<file path="config.mk">
export PLATFORM = sky130hd
export DESIGN_NAME = btn_event_gen
export DESIGN_NICKNAME = d
export VERILOG_FILES = /design/src/rtl/btn_pkg.sv /design/src/rtl/btn_channel.sv /design/src/rtl/btn_event_gen.sv
export SDC_FILE = /design/constraint.sdc
export NUM_CORES = 1
export LEC_CHECK = 0
export CAP_MARGIN = 20
export CORE_ASPECT_RATIO = 1.75
export CORE_MARGIN = 5
export CORE_UTILIZATION = 30
export CTS_BUF_LIST = sky130_fd_sc_hd__clkbuf_16
export DETAILED_ROUTE_END_ITERATION = 8
export PLACE_DENSITY = 0.53
export SLEW_MARGIN = 20
export SYNTH_ARGS = -nofsm -noshare
export SYNTH_HDL_FRONTEND = slang
export SYNTH_HIERARCHICAL = 1
export SYNTH_SLANG_ARGS = --single-unit
</file>
<file path="constraint.sdc">
create_clock -name clk -period 3.4 [get_ports clk]
set_input_delay 0.68 -clock clk [delete_from_list [all_inputs] [get_ports clk]]
set_output_delay 0.68 -clock clk [all_outputs]
set_load 0.05 [all_outputs]
</file>
<file path="src/rtl/btn_pkg.sv">
// btn_pkg: shared button FSM states, default timing, channel indices and helper
package btn_pkg;
  typedef enum logic [2:0] {ARM, IDLE, DEB_PRESS, PRESSED, HELD, DEB_RELEASE} btn_state_e;
  localparam int DEF_NUM_BTN = 5;
  localparam int DEF_DEBOUNCE_CYCLES = 1_000_000;
  localparam int DEF_HOLD_CYCLES = 15_000_000;
  localparam int DEF_REPEAT_CYCLES = 10_000_000;
  localparam logic [4:0] DEF_REPEAT_MASK = 5'b01000;
  localparam int BTN_START_STOP = 0;
  localparam int BTN_MODE = 1;
  localparam int BTN_EDIT_SHIFT = 2;
  localparam int BTN_INC = 3;
  localparam int BTN_RESET = 4;
  function automatic int max_i(input int a, input int b);
    return a > b ? a : b;
  endfunction
endpackage

</file>
<file path="src/rtl/btn_channel.sv">
// btn_channel: one button sync/debounce/hold/repeat; in clk, reset (async low), raw; out level, press, release_ev, hold, repeat_ev
module btn_channel
  import btn_pkg::*;
#(
  parameter int DEBOUNCE_CYCLES = DEF_DEBOUNCE_CYCLES,
  parameter int HOLD_CYCLES = DEF_HOLD_CYCLES,
  parameter int REPEAT_CYCLES = DEF_REPEAT_CYCLES,
  parameter bit REPEAT_EN = 1'b0
) (
  input  logic clk,
  input  logic reset,
  input  logic raw,
  output logic level,
  output logic press,
  output logic release_ev,
  output logic hold,
  output logic repeat_ev
);
  localparam int DW = $clog2(DEBOUNCE_CYCLES);
  localparam int HW = $clog2(max_i(HOLD_CYCLES, REPEAT_CYCLES));
  localparam logic [DW-1:0] DEB_LAST = DW'(DEBOUNCE_CYCLES - 1);
  localparam logic [DW-1:0] DEB_TERM = DW'(DEBOUNCE_CYCLES - 2);
  localparam logic [HW-1:0] HOLD_TERM = HW'(HOLD_CYCLES - 1);
  localparam logic [HW-1:0] REP_TERM = HW'(REPEAT_CYCLES - 1);
  logic [1:0] sync;
  logic s;
  btn_state_e state;
  logic [DW-1:0] deb_cnt;
  logic [HW-1:0] hold_cnt;
  logic held;
  logic hold_term;
  assign s = sync[1];
  assign hold_term = hold_cnt == (held ? REP_TERM : HOLD_TERM);
  always_ff @(posedge clk or negedge reset)
    if (!reset) begin
      sync <= '0;
      state <= ARM;
      deb_cnt <= '0;
      hold_cnt <= '0;
      held <= 1'b0;
      level <= 1'b0;
      press <= 1'b0;
      release_ev <= 1'b0;
      hold <= 1'b0;
      repeat_ev <= 1'b0;
    end else begin
      sync <= {sync[0], raw};
      press <= 1'b0;
      release_ev <= 1'b0;
      hold <= 1'b0;
      repeat_ev <= 1'b0;
      if (state inside {PRESSED, HELD, DEB_RELEASE}) hold_cnt <= hold_term ? '0 : hold_cnt + 1'b1;
      case (state)
        ARM: begin
          deb_cnt <= (s || deb_cnt == DEB_LAST) ? '0 : deb_cnt + 1'b1;
          if (!s && deb_cnt == DEB_LAST) state <= IDLE;
        end
        IDLE:
          if (s) begin
            state <= DEB_PRESS;
            deb_cnt <= '0;
          end
        DEB_PRESS:
          if (!s) state <= IDLE;
          else if (deb_cnt == DEB_TERM) begin
            state <= PRESSED;
            press <= 1'b1;
            level <= 1'b1;
            hold_cnt <= '0;
            held <= 1'b0;
          end else deb_cnt <= deb_cnt + 1'b1;
        PRESSED, HELD: begin
          if (hold_term) begin
            held <= 1'b1;
            hold <= !held;
            repeat_ev <= held && REPEAT_EN;
          end
          if (!s) begin
            state <= DEB_RELEASE;
            deb_cnt <= '0;
          end else if (hold_term) state <= HELD;
        end
        DEB_RELEASE: begin
          if (hold_term) held <= 1'b1;
          if (s) state <= (held || hold_term) ? HELD : PRESSED;
          else if (deb_cnt == DEB_TERM) begin
            state <= IDLE;
            release_ev <= 1'b1;
            level <= 1'b0;
          end else deb_cnt <= deb_cnt + 1'b1;
        end
        default: state <= ARM;
      endcase
    end
endmodule

</file>
<file path="src/rtl/btn_event_gen.sv">
// btn_event_gen: NUM_BTN button channels; in clk, reset (async low), btn_raw; out btn_level, btn_press, btn_release, btn_hold, btn_repeat
module btn_event_gen
  import btn_pkg::*;
#(
  parameter int NUM_BTN = DEF_NUM_BTN,
  parameter int DEBOUNCE_CYCLES = DEF_DEBOUNCE_CYCLES,
  parameter int HOLD_CYCLES = DEF_HOLD_CYCLES,
  parameter int REPEAT_CYCLES = DEF_REPEAT_CYCLES,
  parameter logic [NUM_BTN-1:0] REPEAT_MASK = DEF_REPEAT_MASK
) (
  input  logic               clk,
  input  logic               reset,
  input  logic [NUM_BTN-1:0] btn_raw,
  output logic [NUM_BTN-1:0] btn_level,
  output logic [NUM_BTN-1:0] btn_press,
  output logic [NUM_BTN-1:0] btn_release,
  output logic [NUM_BTN-1:0] btn_hold,
  output logic [NUM_BTN-1:0] btn_repeat
);
  for (genvar i = 0; i < NUM_BTN; i++) begin : g_ch
    btn_channel #(
      .DEBOUNCE_CYCLES(DEBOUNCE_CYCLES),
      .HOLD_CYCLES(HOLD_CYCLES),
      .REPEAT_CYCLES(REPEAT_CYCLES),
      .REPEAT_EN(REPEAT_MASK[i])
    ) u_ch (
      .clk(clk),
      .reset(reset),
      .raw(btn_raw[i]),
      .level(btn_level[i]),
      .press(btn_press[i]),
      .release_ev(btn_release[i]),
      .hold(btn_hold[i]),
      .repeat_ev(btn_repeat[i])
    );
  end
endmodule

</file>
==> out/metrics.csv, run 1 <==
stage;metric;value;unit
drt;Post-DRT Antenna Nets;0;
cts;postcts setup bufs;0;
timing;clk_skew;9.74;ps
outcome;status;completed;
worst_setup_path;CP arrival;3120;ps
floorplanning;die area;54500;sq um
worst_setup_path;family with the most delay on the worst path;simple AND/OR/NAND/NOR gates;
cells_and_area;final core utilization;0.341;
yosys;Avg Cell Area, Syn;9.24;sq um
yosys;cells after synthesis;1615;
timing;setup TNS;0;ps
yosys;Synth area leader;dfrtp_1;
worst_setup_path;Worst Path Class, Setup;register to register;
floorplanning;FP Rows;108;
placed_design;pre-CTS WS;715;ps
power;Cell Pwr Density;417;nW/um^2
worst_setup_path;Most common cell on crit path;nor2_1;
yosys;Yosys top cell area share;0.455;
timing;setup violators final;0;
timing;fin crit share;0.785;
timing;Peak Freq;374;MHz
cells_and_area;Layout Nets;1653;
global_routing;GR Overflow Total;0;
global_routing;vias in the first global route;11904;
worst_setup_path;endpoint type of the worst setup path;register;
cells_and_area;Area Overhead vs Synth;13.1;%
yosys;Distinct cells, synth;82;
yosys;ys async rst share;1.00;
power;Peak supply drop;0.349;mV
worst_setup_path;r2r setup slk;730;ps
drt;DR pass1 iterations;5;
yosys;mapped cell area;14900;sq um
worst_setup_path;crit-path max cell delay;700;ps
global_routing;first-pass GRT wire length;57000;microns
worst_setup_path;CP max stage cell;or4b_2;
floorplanning;Die Wd;179;microns
drt;DR DRC count;0;
timing;fin. max-slew vios;0;
yosys;Synth warnings;6;
worst_setup_path;CP Launch Type;register;
drt;vias per cell;5.00;
cts;Worst-path clk slew;60;ps
placed_design;DP HPWL;23100;microns
worst_setup_path;CP cell instances;or4b_2 > nor3_2 > nand3_1 > nor2_1 > a21o_1 > buf_4 > nor2_1;
placed_design;Placed Area;15900;sq um
global_routing;initial antenna violation count;0;
timing;relative slew slack;0.441;
global_routing;largest net degree at the start of global routing;77;
cells_and_area;most common cell after layout, fill and taps aside;nor2_1;
flow_run;max_cap viols;0;
cts;clock root cell;clkbuf_16;
floorplanning;Starting Density;0.302;
timing;Tmin final;2670;ps
cts;CTS Buf Count;29;
floorplanning;core area;49500;sq um
cts;Sinks on Clock Net;271;
placed_design;port bufs;27;
power;Pleak;7.12;nW
cts;Post-CTS Resized;0;
yosys;Synth area leaders;dfrtp_1 45%, nor2_1 6.9%, xnor2_1 6.3%;
cts;H-tree Lvls;1;
timing;RSZ-0062 raised after global routing;no;
cts;Post-CTS Hold Fix Bufs;0;
floorplanning;I/O pin total;32;
worst_hold_path;Hold Crit Class;input port to async pin;
timing;Setup WS post-layout;729;ps
yosys;Post-synth top flop;dfrtp_1;
timing;final hold violations;0;
yosys;#FFs+latches synth;271;
yosys;Post-synth EDFFs;0;
global_routing;Total GRT Usage;0.121;
yosys;register area share after synthesis;0.455;
worst_setup_path;WP data required;3840;ps
placed_design;placer congestion estimate;0.835;
cells_and_area;most frequent cells in the layout;276 x nor2_1, 271 x dfrtp_1, 142 x nand2_1;
worst_setup_path;critical path buffer and inverter count;1;
worst_setup_path;Reg2Reg Depth;7;
cts;Clk Latency, worst-skew pair;570;ps
cts;Clock Path Buffers;3;
power;Final Power;0.00704;W
drt;total vias in the final route;11581;
worst_setup_path;Worst path depth;7;
cells_and_area;final instance area;16900;sq um
drt;DR WL/cell;14.2;microns
cts;TritonCTS clock tree;yes;
cells_and_area;Antenna Cells;0;
drt;DRC marker count from the first detailed-route iteration;689;
drt;total wire length;32800;microns
worst_setup_path;Max Fanout on Critical Path;13;
cells_and_area;share of layout cells above drive strength 1;0.0738;
timing;Slew @ Worst Pin;837;ps
floorplanning;die height;305;microns
yosys;syn nets;1637;
-- final timing paths --
check / start / to
max: g_ch[3].u_ch/deb_cnt[6] / g_ch[3].u_ch/hold_cnt[20]
min: reset / g_ch[4].u_ch/deb_cnt[5]
max reg2reg: g_ch[3].u_ch/deb_cnt[6] / g_ch[3].u_ch/hold_cnt[20]
min reg2reg: g_ch[0].u_ch/sync[0] / g_ch[0].u_ch/sync[1]
max in group asynchronous: reset / g_ch[1].u_ch/hold_cnt[23]
min in group clk: g_ch[0].u_ch/sync[0] / g_ch[0].u_ch/sync[1]
-- flip-flops by register name, indices dropped and copies added (netlist names), 10 cells and up --
| register | count |
|---|---|
| g_ch.u_ch/sync | 10 |
| g_ch.u_ch/state | 15 |
| g_ch.u_ch/hold_cnt | 120 |
| g_ch.u_ch/deb_cnt | 100 |
-- cell usage after synthesis, types with 5 or more instances --
master and instances:
a2111oi_2 7, a21boi_0 5, a21oi_1 49, a31oi_1 12
a41oi_1 5, and2_1 14, and3_1 41, and4_1 22
buf_2 15, buf_4 8, clkbuf_1 34, dfrtp_1 271
ha_1 15, inv_1 37, nand2_1 142, nand2b_1 13
nand3_1 95, nand3b_1 10, nand4_1 53, nand4b_1 11
nor2_1 276, nor2b_1 10, nor3_1 43, nor3b_1 15
nor4_1 28, o21ai_0 35, o21ai_2 5, or2_2 5
or3_1 9, or4_1 5, or4b_1 7, or4b_2 5
xnor2_1 107, xor2_1 98
-- cell type report --
cell class	instances	area (sq um)
clock buffers	29	726
clock inverters	25	265
fillers	5111	32600
inverters	37	139
multi-input cells	1244	7680
flip-flops and latches	271	6780
well taps	660	826
repair buffers	48	458
-- report_power, final --
group | switching, W | total (W) | internal, W
Clock | 0.00140 | 0.00329 | 0.00189
Sequential | 0.0000975 | 0.00340 | 0.00330
Combinational | 0.000234 | 0.000361 | 0.000127
-- layer usage --
metal  global-route usage  up-vias  share of wire
met1                0.138     5692           0.40
met2                0.231      143           0.55
met5                    0        -              0
met4               0.0381        0          0.023
met3               0.0151       55          0.027
li1                     -     5691              -
-- cells by family (layout without fill, tap and decap cells) --
logic type      count (synthesis)  count (layout)  synth area share
xor+xnor                      205             205             0.120
simple gates                  832             832             0.288
other cells                     4               4           0.00101
buf+inv                       100             139            0.0305
flops                         271             271             0.455
compound gates                188             188            0.0931
fa+ha+maj                      15              15            0.0126
-- per-stage QoR --
| step | std cells | hold WS, ps |
|---|---|---|
| after floorplan | 1615 | 331 |
| after global placement | 2260 | 334 |
| after detailed placement | 2260 | 338 |
| final | 2314 | 45.2 |
| after global routing | 2314 | 76.8 |
| after CTS | 2314 | 51.8 |
Power figures use the tool's default switching activity.
==> run 2, diff against run 1 <==
==> constraint.sdc (replaced) <==
create_clock -name clk -period 2.5 [get_ports clk]
set_input_delay 0.5 -clock clk [delete_from_list [all_inputs] [get_ports clk]]
set_output_delay 0.5 -clock clk [all_outputs]
set_load 0.05 [all_outputs]
==> out/metrics.csv, run 2 (same netlist as run 1, synthesis figures left out) <==
stage;metric;value;unit;change
timing;Peak Freq;414;MHz;was 374 MHz
timing;Tmin final;2410;ps;was 2670 ps
worst_setup_path;WP data required;3000;ps;was 3840 ps
global_routing;GR Overflow Total;0;;unchanged
cells_and_area;Antenna Cells;0;;unchanged
global_routing;vias in the first global route;11998;;was 11,904
drt;total wire length;33600;microns;was 32,800 microns
floorplanning;FP Rows;108;;unchanged
drt;DR DRC count;0;;unchanged
drt;DR WL/cell;14.1;microns;was 14.2 microns
cells_and_area;final core utilization;0.356;;was 0.341
floorplanning;I/O pin total;32;;unchanged
timing;fin. max-slew vios;0;;unchanged
drt;total vias in the final route;11810;;was 11,581
worst_setup_path;Worst Path Class, Setup;register to register;;unchanged
timing;clk_skew;13.2;ps;was 9.74 ps
timing;fin crit share;0.965;;was 0.785
timing;final hold violations;0;;unchanged
placed_design;DP HPWL;23800;microns;was 23,100 microns
cts;clock root cell;clkbuf_16;;unchanged
drt;vias per cell;4.95;;was 5.00
timing;setup TNS;0;ps;unchanged
timing;worst hold margin;349;ps;was 45.2 ps
floorplanning;core area;49500;sq um;unchanged
cells_and_area;largest registers;g_ch.u_ch/hold_cnt: 120 flops, g_ch.u_ch/deb_cnt: 100 flops, g_ch.u_ch/state: 15 flops;;unchanged
flow_run;max_cap viols;0;;unchanged
placed_design;pre-CTS WS;31.6;ps;was 715 ps
drt;Post-DRT Antenna Nets;0;;unchanged
drt;DR pass1 iterations;4;;was 5
placed_design;placer congestion estimate;0.819;;was 0.835
floorplanning;Die Wd;179;microns;unchanged
worst_hold_path;Hold Crit Class;register to register;;was input port to async pin
cells_and_area;share of layout cells above drive strength 1;0.113;;was 0.0738
worst_setup_path;Max Fanout on Critical Path;5;;was 13
cts;Clock Path Buffers;3;;unchanged
cts;Clk Latency, worst-skew pair;570;ps;about the same
global_routing;first-pass GRT wire length;57800;microns;was 57,000 microns
cts;H-tree Lvls;1;;unchanged
floorplanning;Starting Density;0.302;;unchanged
timing;RSZ-0062 raised after global routing;no;;unchanged
timing;Setup WS post-layout;87.0;ps;was 729 ps
floorplanning;die height;305;microns;unchanged
timing;setup violators final;0;;unchanged
worst_setup_path;CP arrival;2920;ps;was 3120 ps
cells_and_area;Layout Nets;1724;;was 1,653
global_routing;Total GRT Usage;0.124;;was 0.121
timing;relative slew slack;0.571;;was 0.441
cells_and_area;most frequent cells in the layout;276 x nor2_1, 271 x dfrtp_1, 142 x nand2_1;;unchanged
floorplanning;die area;54500;sq um;unchanged
placed_design;port bufs;27;;unchanged
cts;CTS Buf Count;29;;unchanged
cells_and_area;max FFs per register;120;;unchanged
global_routing;largest net degree at the start of global routing;59;;was 77
cts;TritonCTS clock tree;yes;;unchanged
cells_and_area;fill count;5080;;was 5,111
cells_and_area;Top reg by flops;g_ch.u_ch/hold_cnt;;unchanged
cells_and_area;most common cell after layout, fill and taps aside;nor2_1;;unchanged
power;Peak supply drop;0.527;mV;was 0.349 mV
cells_and_area;Area Overhead vs Synth;18.1;%;was 13.1%
global_routing;initial antenna violation count;0;;unchanged
worst_setup_path;CP Launch Type;register;;unchanged
timing;Slew @ Worst Pin;639;ps;was 837 ps
cts;Worst-path clk slew;60;ps;about the same
drt;DRC marker count from the first detailed-route iteration;530;;was 689
cts;Sinks on Clock Net;271;;unchanged
worst_setup_path;endpoint type of the worst setup path;register;;unchanged
outcome;status;completed;;unchanged
power;Pleak;7.57;nW;was 7.12 nW
worst_setup_path;r2r setup slk;90;ps;was 730 ps
power;Cell Pwr Density;559;nW/um^2;was 417 nW/um^2
[run 2: cell types whose count changed in the layout (fill, tap and decap cells not counted), moves of 3 or more]
cell and change:
buf_4 +58, buf_12 +11, bufinv_16 +3, clkinv_2 +3
clkinv_4 -3, or4b_4 +3
[run 2: layout make-up]
class	count	area (sq um)	share of cell area
well taps	660	826	0.0469
flip-flops and latches	271	6780	0.385
inverters	37	139	0.00789
multi-input cells	1244	7700	0.437
clock inverters	24	305	0.0173
repair buffers	119	1130	0.0644
clock buffers	29	726	0.0412
[run 2: power by group]
group          total [W]  internal (W)  switching [W]  leakage (nW)
Combinational   0.000528      0.000198       0.000330          3.30
Clock            0.00470       0.00284        0.00186         0.517
Sequential       0.00461       0.00449       0.000123          3.75
Total            0.00984       0.00752        0.00231          7.57
[run 2: final timing paths]
path | start | endpoint | cells past startpoint
hold / removal | g_ch[3].u_ch/sync[0] | g_ch[3].u_ch/sync[1] | 0
setup reg to reg | g_ch[3].u_ch/hold_cnt[9] | g_ch[3].u_ch/state[0] | 6
hold reg to reg | g_ch[3].u_ch/sync[0] | g_ch[3].u_ch/sync[1] | 0
setup / recovery | g_ch[3].u_ch/hold_cnt[9] | g_ch[3].u_ch/state[0] | 6
min in group asynchronous | reset | g_ch[0].u_ch/deb_cnt[10] | 2
max in group asynchronous | reset | g_ch[1].u_ch/hold_cnt[8] | 3
[run 2: routing by layer]
layer	GRT usage	wire length [microns]	vias up
met1	0.138	13400	5759
met4	0.0452	1030	0
met2	0.237	18300	137
met3	0.0144	891	58
met5	0	0	-
li1	-	-	5856
[run 2: worst max-delay path: stages (launching register included)]
cell and delay, ps:
dfrtp_1 420, or4_1 520, or3_4 400, a2111o_1 460, o21ai_2 200, and3_1 220
a22o_1 150
[run 2: repair_timing]
item	CTS	global route
hold buffers	1	0
resized for setup	0	7
hold endpoints to repair	43	0
setup endpoints to repair	0	16
buffers inserted	0	1
[run 2: metrics by stage]
| stage | instance area, sq um | power [W] | cells |
|---|---|---|---|
| after floorplan | 14900 | 0.00498 | 1615 |
| after global routing | 17600 | 0.0103 | 2384 |
| after global placement | 16500 | 0.00521 | 2329 |
| after CTS | 17600 | 0.0101 | 2383 |
| final | 17600 | 0.00984 | 2384 |
| after detailed placement | 16500 | 0.00523 | 2329 |
==> run 3, diff against run 2 <==
--- a/config.mk
+++ b/config.mk
@@ -5,14 +5,15 @@
 export SDC_FILE = /design/constraint.sdc
 export NUM_CORES = 1
 export LEC_CHECK = 0
+export ABC_AREA = 1
 export CAP_MARGIN = 20
 export CORE_ASPECT_RATIO = 1.75
 export CORE_MARGIN = 5
 export CORE_UTILIZATION = 30
 export CTS_BUF_LIST = sky130_fd_sc_hd__clkbuf_16
 export DETAILED_ROUTE_END_ITERATION = 8
-export PLACE_DENSITY = 0.53
-export SLEW_MARGIN = 20
+export PLACE_DENSITY = 0.55
+export SLEW_MARGIN = 10
 export SYNTH_ARGS = -nofsm -noshare
 export SYNTH_HDL_FRONTEND = slang
 export SYNTH_HIERARCHICAL = 1
==> constraint.sdc (replaced) <==
create_clock -name clk -period 2.14 [get_ports clk]
set_input_delay 0.428 -clock clk [delete_from_list [all_inputs] [get_ports clk]]
set_output_delay 0.428 -clock clk [all_outputs]
set_load 0.05 [all_outputs]
==> out/metrics.csv, run 3 <==
stage;metric;value;unit;change
outcome;status;completed;;unchanged
yosys;Post-synth EDFFs;0;;unchanged
cts;Clock Path Buffers;3;;unchanged
cells_and_area;most common cell after layout, fill and taps aside;nand2_1;;was nor2_1
floorplanning;core area;62200;sq um;was 49,500 sq um
cells_and_area;share of layout cells above drive strength 1;0.0806;;was 0.113
cts;Clk Latency, worst-skew pair;590;ps;was 570 ps
power;Sw Ratio;0.257;;was 0.235
global_routing;vias in the first global route;18319;;was 11,998
worst_setup_path;CP max stage cell;dlygate4sd2_1;;was or4_1
global_routing;largest net degree at the start of global routing;60;;was 59
cells_and_area;Layout Nets;2986;;was 1,724
drt;DR DRC count;0;;unchanged
yosys;Commonest cells post-synth;983 x nand2_1, 523 x nor2_1, 288 x inv_1;;was 276 x nor2_1, 271 x dfrtp_1, 142 x nand2_1
drt;met3 wire length;1470;microns;was 891 microns
drt;DR pass1 iterations;7;;was 4
cells_and_area;Antenna Cells;0;;unchanged
cells_and_area;most frequent cells in the layout;982 x nand2_1, 522 x nor2_1, 291 x inv_1;;was 276 x nor2_1, 271 x dfrtp_1, 142 x nand2_1
cells_and_area;Area Overhead vs Synth;13.4;%;was 18.1%
global_routing;Total GRT Usage;0.157;;was 0.124
yosys;Avg Cell Area, Syn;6.49;sq um;was 9.24 sq um
timing;final hold violations;0;;unchanged
cts;H-tree Lvls;1;;unchanged
yosys;Synth warnings;6;;unchanged
global_routing;initial antenna violation count;0;;unchanged
yosys;#FFs+latches synth;271;;unchanged
floorplanning;Starting Density;0.302;;about the same
timing;Setup WS post-layout;183;ps;was 87.0 ps
placed_design;port bufs;27;;unchanged
yosys;ys async rst share;1.00;;unchanged
timing;Tmin final;1960;ps;
cells_and_area;fill count;6730;;was 5,080
worst_setup_path;CP Launch Type;register;;unchanged
timing;fin crit share;0.914;;
yosys;syn nets;2916;;was 1,637
worst_setup_path;CP arrival;1530;ps;was 2920 ps
cts;TritonCTS clock tree;yes;;unchanged
floorplanning;die area;67900;sq um;was 54,500 sq um
power;Cell Pwr Density;545;nW/um^2;was 559 nW/um^2
cells_and_area;final instance area;21300;sq um;was 17,600 sq um
cells_and_area;Non-Filler Instances;3788;;was 2,384
yosys;Synth area leader;dfrtp_1;;unchanged
timing;fin. max-slew vios;0;;unchanged
timing;clk_skew;13.6;ps;was 13.2 ps
drt;Post-DRT Antenna Nets;0;;unchanged
worst_setup_path;CP cell instances;dlygate4sd2_1;;was or4_1 > or3_4 > a2111o_1 > o21ai_2 > and3_1 > a22o_1
floorplanning;I/O pin total;32;;unchanged
floorplanning;die height;341;microns;was 305 microns
power;Psw;0.00298;W;was 0.00231 W
flow_run;max_cap viols;0;;unchanged
yosys;Distinct cells, synth;50;;was 82
power;Seq pwr share;0.470;;was 0.469
yosys;Post-synth top flop;dfrtp_1;;unchanged
yosys;cells after synthesis;2894;;was 1,615
cells_and_area;Top reg by flops;g_ch.u_ch/hold_cnt;;unchanged
placed_design;placer congestion estimate;0.953;;was 0.819
worst_setup_path;Worst Path Class, Setup;register to output pin;;was register to register
placed_design;placed insts;3729;;was 2,329
drt;max layer used;met4;;unchanged
drt;DR WL/cell;14.1;microns;about the same
cts;Sinks on Clock Net;271;;unchanged
yosys;Yosys top cell area share;0.361;;was 0.455
floorplanning;FP Rows;121;;was 108
drt;vias per cell;4.73;;was 4.95
power;Peak supply drop;0.642;mV;was 0.527 mV
cells_and_area;max FFs per register;120;;unchanged
power;Internal Pwr Total;0.00862;W;was 0.00752 W
worst_setup_path;Max Fanout on Critical Path;2;;was 5
drt;DRC marker count from the first detailed-route iteration;792;;was 530
drt;total vias in the final route;17923;;was 11,810
power;combinational power share;0.058;;was 0.054
timing;Peak Freq;511;MHz;
yosys;mapped cell area;18800;sq um;was 14,900 sq um
placed_design;pre-CTS WS;126;ps;was 31.6 ps
worst_setup_path;family with the most delay on the worst path;buffers and inverters;;was simple AND/OR/NAND/NOR gates
worst_setup_path;endpoint type of the worst setup path;output pin;;was register
drt;met2 wire len;29800;microns;was 18,300 microns
worst_setup_path;WP data required;1710;ps;was 3000 ps
global_routing;first-pass GRT wire length;88700;microns;was 57,800 microns
global_routing;GR Overflow Total;0;;unchanged
drt;Post-Route M1 WL;19400;microns;was 13,400 microns
worst_setup_path;critical path buffer and inverter count;1;;was 0
power;clock share of power;0.472;;was 0.478
cts;CTS Buf Count;31;;was 29
yosys;count leader, synth;nand2_1;;was nor2_1
cells_and_area;largest registers;g_ch.u_ch/hold_cnt: 120 flops, g_ch.u_ch/deb_cnt: 100 flops, g_ch.u_ch/state: 15 flops;;unchanged
timing;relative slew slack;0.656;;was 0.571
placed_design;Placed Area;20200;sq um;was 16,500 sq um
drt;total wire length;53300;microns;was 33,600 microns
worst_setup_path;crit-path max cell delay;550;ps;was 520 ps
power;Pleak;10.1;nW;was 7.57 nW
cts;Worst-path clk slew;70;ps;was 60 ps
floorplanning;Die Wd;199;microns;was 179 microns
timing;worst hold margin;272;ps;was 349 ps
timing;Slew @ Worst Pin;519;ps;was 639 ps
timing;setup violators final;0;;unchanged
cts;clock root cell;clkbuf_16;;unchanged
placed_design;DP HPWL;41300;microns;was 23,800 microns
worst_hold_path;Hold Crit Class;input port to register;;was register to register
yosys;Synth area leaders;dfrtp_1 36%, nand2_1 20%, nor2_1 10%;;was dfrtp_1 45%, nor2_1 6.9%, xnor2_1 6.3%
yosys;register area share after synthesis;0.361;;was 0.455
==> run 3: final cells by class <==
type | instances | area [sq um] | area share
multi-input combinational | 2261 | 10500 | 0.495
sequential | 271 | 6780 | 0.319
inverter | 319 | 1220 | 0.0574
tap | 799 | 1000 | 0.0470
clock buffer | 31 | 776 | 0.0364
timing repair buffer | 80 | 724 | 0.0340
clock inverter | 27 | 249 | 0.0117
==> run 3: through the flow <==
stage	TNS (ps)	total power [W]	util
after floorplan	0	0.00592	-
after global placement	0	0.00621	0.325
after detailed placement	0	0.00622	0.325
after CTS	0	0.0119	0.341
after global routing	-5.56	0.0122	0.342
final	0	0.0116	0.342
==> run 3: repair_timing <==
item,4_1_cts,5_1_grt
hold endpoints to repair,32,0
gates cloned,0,0
pin swaps,0,1
resized for setup,21,11
buffers inserted,0,0
hold buffers,1,0
setup endpoints to repair,21,40
==> run 3: cells by family (layout without fill, tap and decap cells) <==
| logic type | after synthesis | after routing | synth area share |
|---|---|---|---|
| AND/OR/NAND/NOR | 2001 | 2001 | 0.462 |
| buffers and inverters | 362 | 457 | 0.0801 |
| flip-flops | 271 | 271 | 0.361 |
| AO/OA/AOI/OAI | 158 | 158 | 0.0474 |
| XOR/XNOR | 83 | 83 | 0.0387 |
| adder cells (fa/ha/maj) | 15 | 15 | 0.00999 |
| other | 4 | 4 | 0.000799 |
==> run 3: worst paths after layout <==
kind	start	end	slack [ps]	cells past startpoint
setup / recovery	g_ch[1].u_ch/level	btn_level[1]	180	1
hold / removal	btn_raw[0]	g_ch[0].u_ch/sync[0]	270	1
setup reg to reg	g_ch[0].u_ch/deb_cnt[0]	g_ch[0].u_ch/deb_cnt[0]	190	11
hold reg to reg	g_ch[1].u_ch/sync[0]	g_ch[1].u_ch/sync[1]	350	0
max in group asynchronous	reset	g_ch[2].u_ch/hold_cnt[20]	1170	3
min in group asynchronous	reset	g_ch[3].u_ch/hold_cnt[19]	310	2
==> run 3: power by group through the flow <==
stage | sequential (W) | clock [W] | combinational [W]
after detailed placement | 0.00554 | 0 | 0.000672
final | 0.00545 | 0.00548 | 0.000669
after global routing | 0.00548 | 0.00591 | 0.000770
after global placement | 0.00554 | 0 | 0.000668
after CTS | 0.00545 | 0.00575 | 0.000680
after floorplan | 0.00549 | 0 | 0.000425
==> run 3: per-layer routing <==
layer,vias up,track usage
li1,9250,-
met1,8167,0.153
met2,332,0.315
met3,174,0.0168
met4,0,0.0796
met5,-,0
